**src/rtl/snake_mover.sv**
```systemverilog
// snake_mover: advances the snake one cell per accepted move_tick (move, grow or collide),
// owns the body segment store and answers registered per-pixel body/head queries.
module snake_mover #(
  parameter int GRID_W  = 16,
  parameter int GRID_H  = 12,
  parameter int MAX_LEN = 16,
  parameter int CW      = 4,
  parameter int LW      = 5
) (
  input  logic          clk,
  input  logic          reset,
  input  logic          move_tick,
  input  logic [2:0]    direction,
  input  logic [1:0]    game_state,
  input  logic [CW-1:0] food_x,
  input  logic [CW-1:0] food_y,
  input  logic [CW-1:0] pix_x,
  input  logic [CW-1:0] pix_y,
  output logic [CW-1:0] head_x,
  output logic [CW-1:0] head_y,
  output logic [LW-1:0] length,
  output logic          busy,
  output logic          food_eaten,
  output logic          collision,
  output logic          seg_hit,
  output logic          head_hit,
  output logic [1:0]    fsm_state
);

  typedef enum logic [1:0] {IDLE = 2'd0, CALC = 2'd1, CHECK = 2'd2, COMMIT = 2'd3} state_t;

  localparam logic [CW-1:0] X0    = CW'(GRID_W / 2);
  localparam logic [CW-1:0] Y0    = CW'(GRID_H / 2);
  localparam logic [CW-1:0] XMAX  = CW'(GRID_W - 1);
  localparam logic [CW-1:0] YMAX  = CW'(GRID_H - 1);
  localparam logic [CW-1:0] C_ONE = CW'(1);
  localparam logic [LW-1:0] L_ONE = LW'(1);
  localparam logic [LW-1:0] LEN0  = LW'(3);
  localparam logic [LW-1:0] LMAX  = LW'(MAX_LEN);

  state_t        state_q, state_d;
  logic [CW-1:0] seg_x [MAX_LEN];
  logic [CW-1:0] seg_y [MAX_LEN];
  logic [LW-1:0] len_q, lim_q, idx_q, lim_c;
  logic [CW-1:0] nx_q, ny_q, nx_c, ny_c, cur_x, cur_y;
  logic [2:0]    dir_q;
  logic          grow_q, hit_q, wall_c, grow_c, cur_match, last_c, start, clear, any_hit_c;

  // Handshake: move_tick is a request with no ready; it is accepted only in IDLE,
  // and while busy is high further ticks are dropped rather than queued.
  assign clear = (game_state == 2'b00);
  assign start = move_tick && (game_state == 2'b01) &&
                 (direction >= 3'd1) && (direction <= 3'd4);

  // Candidate head and wall/food tests, consumed in CALC.
  always_comb begin
    nx_c   = seg_x[0];
    ny_c   = seg_y[0];
    wall_c = 1'b0;
    case (dir_q)
      3'd1: begin ny_c = seg_y[0] - C_ONE; wall_c = (seg_y[0] == '0);  end
      3'd2: begin ny_c = seg_y[0] + C_ONE; wall_c = (seg_y[0] == YMAX); end
      3'd3: begin nx_c = seg_x[0] - C_ONE; wall_c = (seg_x[0] == '0);  end
      3'd4: begin nx_c = seg_x[0] + C_ONE; wall_c = (seg_x[0] == XMAX); end
      default: ;
    endcase
    grow_c = (nx_c == food_x) && (ny_c == food_y);
    // The tail vacates on a plain move, so it is only searched when growing.
    lim_c  = grow_c ? len_q : len_q - L_ONE;
  end

  always_comb begin
    cur_x = seg_x[0];
    cur_y = seg_y[0];
    for (int k = 0; k < MAX_LEN; k++) begin
      if (idx_q == LW'(k)) begin
        cur_x = seg_x[k];
        cur_y = seg_y[k];
      end
    end
  end

  assign cur_match = (cur_x == nx_q) && (cur_y == ny_q);
  assign last_c    = (idx_q == lim_q - L_ONE);

  always_comb begin
    state_d = state_q;
    case (state_q)
      IDLE:    if (start) state_d = CALC;
      CALC:    state_d = wall_c ? COMMIT : CHECK;
      CHECK:   if (cur_match || last_c) state_d = COMMIT;
      COMMIT:  state_d = IDLE;
      default: state_d = IDLE;
    endcase
    if (clear) state_d = IDLE;
  end

  always_ff @(posedge clk) begin
    if (reset) state_q <= IDLE;
    else       state_q <= state_d;
  end

  always_ff @(posedge clk) begin
    if (reset || clear) begin
      for (int k = 0; k < MAX_LEN; k++) begin
        seg_x[k] <= '0;
        seg_y[k] <= '0;
      end
      seg_x[0]   <= X0;
      seg_y[0]   <= Y0;
      seg_x[1]   <= X0 - C_ONE;
      seg_y[1]   <= Y0;
      seg_x[2]   <= X0 - CW'(2);
      seg_y[2]   <= Y0;
      len_q      <= LEN0;
      food_eaten <= 1'b0;
      collision  <= 1'b0;
      dir_q      <= '0;
      nx_q       <= '0;
      ny_q       <= '0;
      lim_q      <= '0;
      idx_q      <= '0;
      grow_q     <= 1'b0;
      hit_q      <= 1'b0;
    end else begin
      food_eaten <= 1'b0;
      collision  <= 1'b0;
      case (state_q)
        IDLE: if (start) dir_q <= direction;
        CALC: begin
          nx_q   <= nx_c;
          ny_q   <= ny_c;
          grow_q <= grow_c;
          lim_q  <= lim_c;
          hit_q  <= wall_c;
          idx_q  <= '0;
        end
        CHECK: begin
          if (cur_match)    hit_q <= 1'b1;
          else if (!last_c) idx_q <= idx_q + L_ONE;
        end
        COMMIT: begin
          if (hit_q) begin
            collision <= 1'b1;
          end else begin
            for (int k = MAX_LEN - 1; k > 0; k--) begin
              seg_x[k] <= seg_x[k-1];
              seg_y[k] <= seg_y[k-1];
            end
            seg_x[0] <= nx_q;
            seg_y[0] <= ny_q;
            if (grow_q) begin
              food_eaten <= 1'b1;
              if (len_q != LMAX) len_q <= len_q + L_ONE;
            end
          end
        end
        default: ;
      endcase
    end
  end

  always_comb begin
    any_hit_c = 1'b0;
    for (int k = 0; k < MAX_LEN; k++) begin
      if ((LW'(k) < len_q) && (seg_x[k] == pix_x) && (seg_y[k] == pix_y)) any_hit_c = 1'b1;
    end
  end

  always_ff @(posedge clk) begin
    if (reset) begin
      seg_hit  <= 1'b0;
      head_hit <= 1'b0;
    end else begin
      seg_hit  <= any_hit_c;
      head_hit <= (seg_x[0] == pix_x) && (seg_y[0] == pix_y);
    end
  end

  assign head_x    = seg_x[0];
  assign head_y    = seg_y[0];
  assign length    = len_q;
  assign busy      = (state_q != IDLE);
  assign fsm_state = state_q;

endmodule

```
**config.mk**
```make
export PLATFORM = sky130hd
export DESIGN_NAME = snake_mover
export DESIGN_NICKNAME = d
export VERILOG_FILES = /design/src/rtl/snake_mover.sv
export SDC_FILE = /design/constraint.sdc
export NUM_CORES = 1
export LEC_CHECK = 0
export CAP_MARGIN = 20
export CORE_MARGIN = 4
export CORE_UTILIZATION = 25
export DETAILED_ROUTE_END_ITERATION = 8
export PLACE_DENSITY = 0.51
export SETUP_SLACK_MARGIN = 0.15
export SYNTH_ARGS = -nofsm -noshare
export SYNTH_HDL_FRONTEND = slang
export SYNTH_SLANG_ARGS = --single-unit
```
**constraint.sdc**
```tcl
create_clock -name clk -period 14 [get_ports clk]
set_input_delay 2.8 -clock clk [delete_from_list [all_inputs] [get_ports clk]]
set_output_delay 2.8 -clock clk [all_outputs]
set_load 0.1 [all_outputs]
```
Word-level counts from Yosys, hierarchy flattened

Memory sizes are Yosys's and may differ from the RTL's.
Cells that the tools add are included.
Widths: inputs -> output; s select.

Bits in registers: 34
Memory bits (writable): 128
Input port bits: 24
Output and inout bits: 20
Memories kept: 2

Memories:

| memory | depth | bits a word | rd ports | clocked after memory_dff | wr ports | RTL line | text |
|---|---|---|---|---|---|---|---|
| seg_x  | 16    | 4           | 16       | 0                        | 16       | 42       | `logic [CW-1:0] seg_x [MAX_LEN];` |
| seg_y  | 16    | 4           | 16       | 0                        | 16       | 43       | `logic [CW-1:0] seg_y [MAX_LEN];` |

$add $sub $neg: 8
Order comparisons: 18
Equality and inequality tests: 68
Mux-type cells: 105
Bitwise logic cells: 40
Reduce and logical (&&, ||, !) cells: 54

Operators by type and width:

| cell                | number |
|---|---|
| $mux 4              | 68 |
| $eq 4x4->1          | 36 |
| $eq 5x4->1 const B  | 8 |
| $lt 4x5->1 const A  | 8 |
| $logic_and 1x1->1   | 38 |
| $or 1x1->1          | 38 |
| $mux 1              | 26 |
| $eq 5x3->1 const B  | 4 |
| $lt 3x5->1 const A  | 4 |
| $pmux 4 s2          | 2 |
| $mux 5              | 3 |
| $add 5x1->5 const B | 2 |
| $eq 5x2->1 const B  | 2 |
| $lt 1x5->1 const A  | 2 |
| $lt 2x5->1 const A  | 2 |
| $ne 2x2->1 const B  | 5 |
| $pmux 5 s2          | 1 |
| $sub 5x1->5 const B | 2 |
| $add 4x1->4 const B | 2 |
| $eq 4x4->1 const B  | 2 |
| $logic_not 4->1     | 2 |
| $pmux 2 s4          | 1 |
| $sub 4x1->4 const B | 2 |
| $eq 3x2->1 const B  | 2 |
| 21 further kinds    | 31 |

Longest topological paths before layout

Word-level depth: 21
Mapped depth: 15

Worst setup path before layout

Ideal clock, no wire load.

Path type: input port to flip-flop
From: in game_state[0]
To: mem seg_x[0][0] (enable)
Data arrival time: 5.720 ns
Data required time: 12.892 ns
Path slack: 7.172 ns
Stages on the path: 5
Cells stage by stage: nor2_1 -> nor2_1 -> clkbuf_1 -> clkbuf_1 -> nand2_1

RTL lines:

| element         | RTL line | text |
|---|---|---|
| start, declared | 14       | `input logic [1:0] game_state,` |
| end, declared   | 42       |  |

==> impl_results.md <==
* Final TNS setup at 0 ns
* Vias/cell at 5.228
* Asr flop ratio synth at 0
* Remaining antenna violation count at 0
* Ant diodes at 0
* Ports at 44
* Post-synth EDFFs at 128
* Final setup vio count at 0
* Maxcap violations at 0
* Tmin final at 5.299 ns
* Post-CTS Repair Setup Buffers at 0
* First-pass GRT wire length at 56080 µm
* Slew HR at 0.2731
* Vias in the first global route at 8641
* Worst setup SP type: primary input
* Die Span X at 216.9 µm
* Status: finished clean
* Total Power at 0.001155 W
* CTS tree: done
* H-tree depth at 4
* Largest net degree at the start of global routing at 120
* Top cells by area, synth: edfxtp_1 (35%), xnor2_1 (7.5%), and3_1 (6.7%)
* Required time of the critical path at 14.07 ns
* Total CTS buffers at 17
* Core ar. at 0.04308 mm²
* Total GRT Usage at 0.1564
* Global route overflow at 0
* Clock Sinks at 162
* RSZ-0062 raised after global routing: false
* CP Capture Type: flip-flop
* DRT Pass-1 Iters at 5
* 1st-iter DRT viols at 880
* Placed Cells at 1671
* # hold bufs at CTS at 0
* Synthesis-stage register bit count at 162
* DR WL/cell at 21.93 µm
* Clock-pin slew on the worst setup and hold paths at 0.07 ns
* Starting density of the core at 0.2533
* Clk Latency, worst-skew pair at 0.46 ns
* Grt met2 use at 0.2445
* Maximum vdd drop at 0.00007138 V
* Met1 Use GR at 0.2144
* Area Growth Syn to Fin at 13.47%
* Most frequent cells after synthesis: edfxtp_1 (128), and3_1 (117), xnor2_1 (94)
* Die ar. at 0.04705 mm²
* Global placer's final weighted congestion at 0.8933
* Nets@finish at 1151
* Drc violations at 0
* Final-report max-slew violation count at 0
* Synth unique cells at 94
* Post-CTS Resized at 0
* Synth Flop Type: edfxtp_1
* Post-DP HPWL at 25610 µm
* Finished Layout Cells at 1705
* Layout cells sized above 1 at 0.07679
* Most common cell in the synthesized netlist: edfxtp_1
* Post-Syn Area at 0.01091 mm²
* Final period util at 0.3785
* Crit Path Max Fanout at 79
* CP arrival at 5.37 ns
* Via count at 8914
* Max Root-Sink Buffers at 2
* Initial antenna violation count at 0
* Cells after synthesis at 1122
* Busiest layer in global routing: met2
* Die Y at 216.9 µm
* Upper clock frequency limit at 188.7 MHz
* Yosys warnings at 0
* Syn_area_per_cell at 9.725 µm²
* Clock Root Buffer: clkbuf_16
* Top cell type's share of synthesized area at 0.3523
* Routed WL at 37400 µm
* Post-placement cell area at 0.01181 mm²
* Leakage at 4.556 nW
* Part of the Yosys area used for sequential elements at 0.4146
* Met3 Resource Use GR at 0.02862
* Post-route cell area at 0.01238 mm²
* PwrDens at 93.28 mW/mm²
* Worst-margin pin slew at 1.090 ns
* Syn Nets at 1166
* Post-synth top area cell: edfxtp_1
* Worst Skew at 0.01253 ns
* Final hold slack at 0.5053 ns
* Fin. Hold Viols at 0
* Row count at 76
* Crit path kind: in2reg
* # port buffers at 43
* Worst hold path type: reg2reg
[worst max-delay path, cell delays in order]
cell and delay [ns]:
clkdlybuf4s50_1 0.42, nor2_1 0.36, nor2_4 0.07, buf_12 0.19, nand2_4 0.51, buf_4 0.87
[report_power, final]
group          switching, W  internal, W  leakage, nW
sequential        0.0000295     0.000540         1.63
combinational     0.0000761    0.0000498         2.66
clock              0.000228     0.000232        0.271
[per-stage QoR]
| step | setup WS [ns] | util |
|---|---|---|
| 2_1_floorplan | 7.172 | - |
| 3_3_place_gp | 7.998 | 0.2734 |
| 3_5_place_dp | 7.956 | 0.2741 |
| 4_1_cts | 8.440 | 0.2869 |
| 5_1_grt | 8.568 | 0.2874 |
| 6_report | 8.701 | 0.2874 |
[final cells by class]
cell class	instances	area (µm²)
Tap cell	585	732.0
Timing Repair Buffer	65	625.6
Fill cell	4492	30690
Multi-Input combinational cell	833	5844
Clock inverter	15	125.1
Sequential cell	162	4524
Inverter	28	105.1
Clock buffer	17	425.4
[state kept, by name, summed over array words and instances (netlist names), 2 cells and up]
| signal | cells |
|---|---|
| seg_y | 64 |
| seg_x | 64 |
| ny_q | 4 |
| lim_q | 5 |
| idx_q | 5 |
| fsm_state | 2 |
| nx_q | 4 |
| dir_q | 3 |
| length | 5 |
[cells by family after synthesis]
family / share of synthesized area
adder cells (fa/ha/maj): 0.02431
multiplexers: 0.02798
XOR/XNOR: 0.1297
flip-flops: 0.4146
AO/OA/AOI/OAI: 0.1253
buffers and inverters: 0.05183
AND/OR/NAND/NOR: 0.2262
[path summary, 6_finish.rpt]
| check | endpoint | depth (start not counted) | slack (ns) | startpoint |
|---|---|---|---|---|
| min reg2reg | lim_q[4] | 2 | 0.51 | lim_q[4] |
| max reg2reg | fsm_state[0] | 11 | 9.37 | idx_q[0] |
| max | seg_x[1][30] | 6 | 8.70 | game_state[0] |
| min | lim_q[4] | 2 | 0.51 | lim_q[4] |
[per-layer routing]
metal  part of all wire  vias up
met1               0.46     4413
met5                  0        -
met3              0.056       71
met2               0.45      336
met4              0.034        0
li1                   -     4094
[cells in the final DEF (no fill, tap or decap), types with 6 or more instances in the layout]
| master | n |
|---|---|
| edfxtp_1 | 128 |
| and3_1 | 117 |
| xnor2_1 | 94 |
| nand2_1 | 76 |
| xor2_1 | 65 |
| nor2_1 | 52 |
| a21oi_1 | 48 |
| clkdlybuf4s50_1 | 43 |
| dfxtp_1 | 34 |
| o21ai_0 | 33 |
| inv_1 | 28 |
| nor3_1 | 26 |
| nand4_1 | 26 |
| mux2i_1 | 26 |
| nand3_1 | 24 |
| buf_4 | 19 |
| ha_1 | 18 |
| clkbuf_16 | 17 |
| nand2b_1 | 15 |
| nor2b_1 | 15 |
| nor4_1 | 12 |
| a211oi_1 | 10 |
| a21o_1 | 9 |
| a2111oi_0 | 8 |
| o22ai_1 | 8 |
| a31oi_1 | 7 |
| nand3b_1 | 7 |
| nor3b_1 | 6 |
| o221ai_1 | 6 |
| clkinv_4 | 6 |
Note: power is estimated with default switching activity, not from simulation.
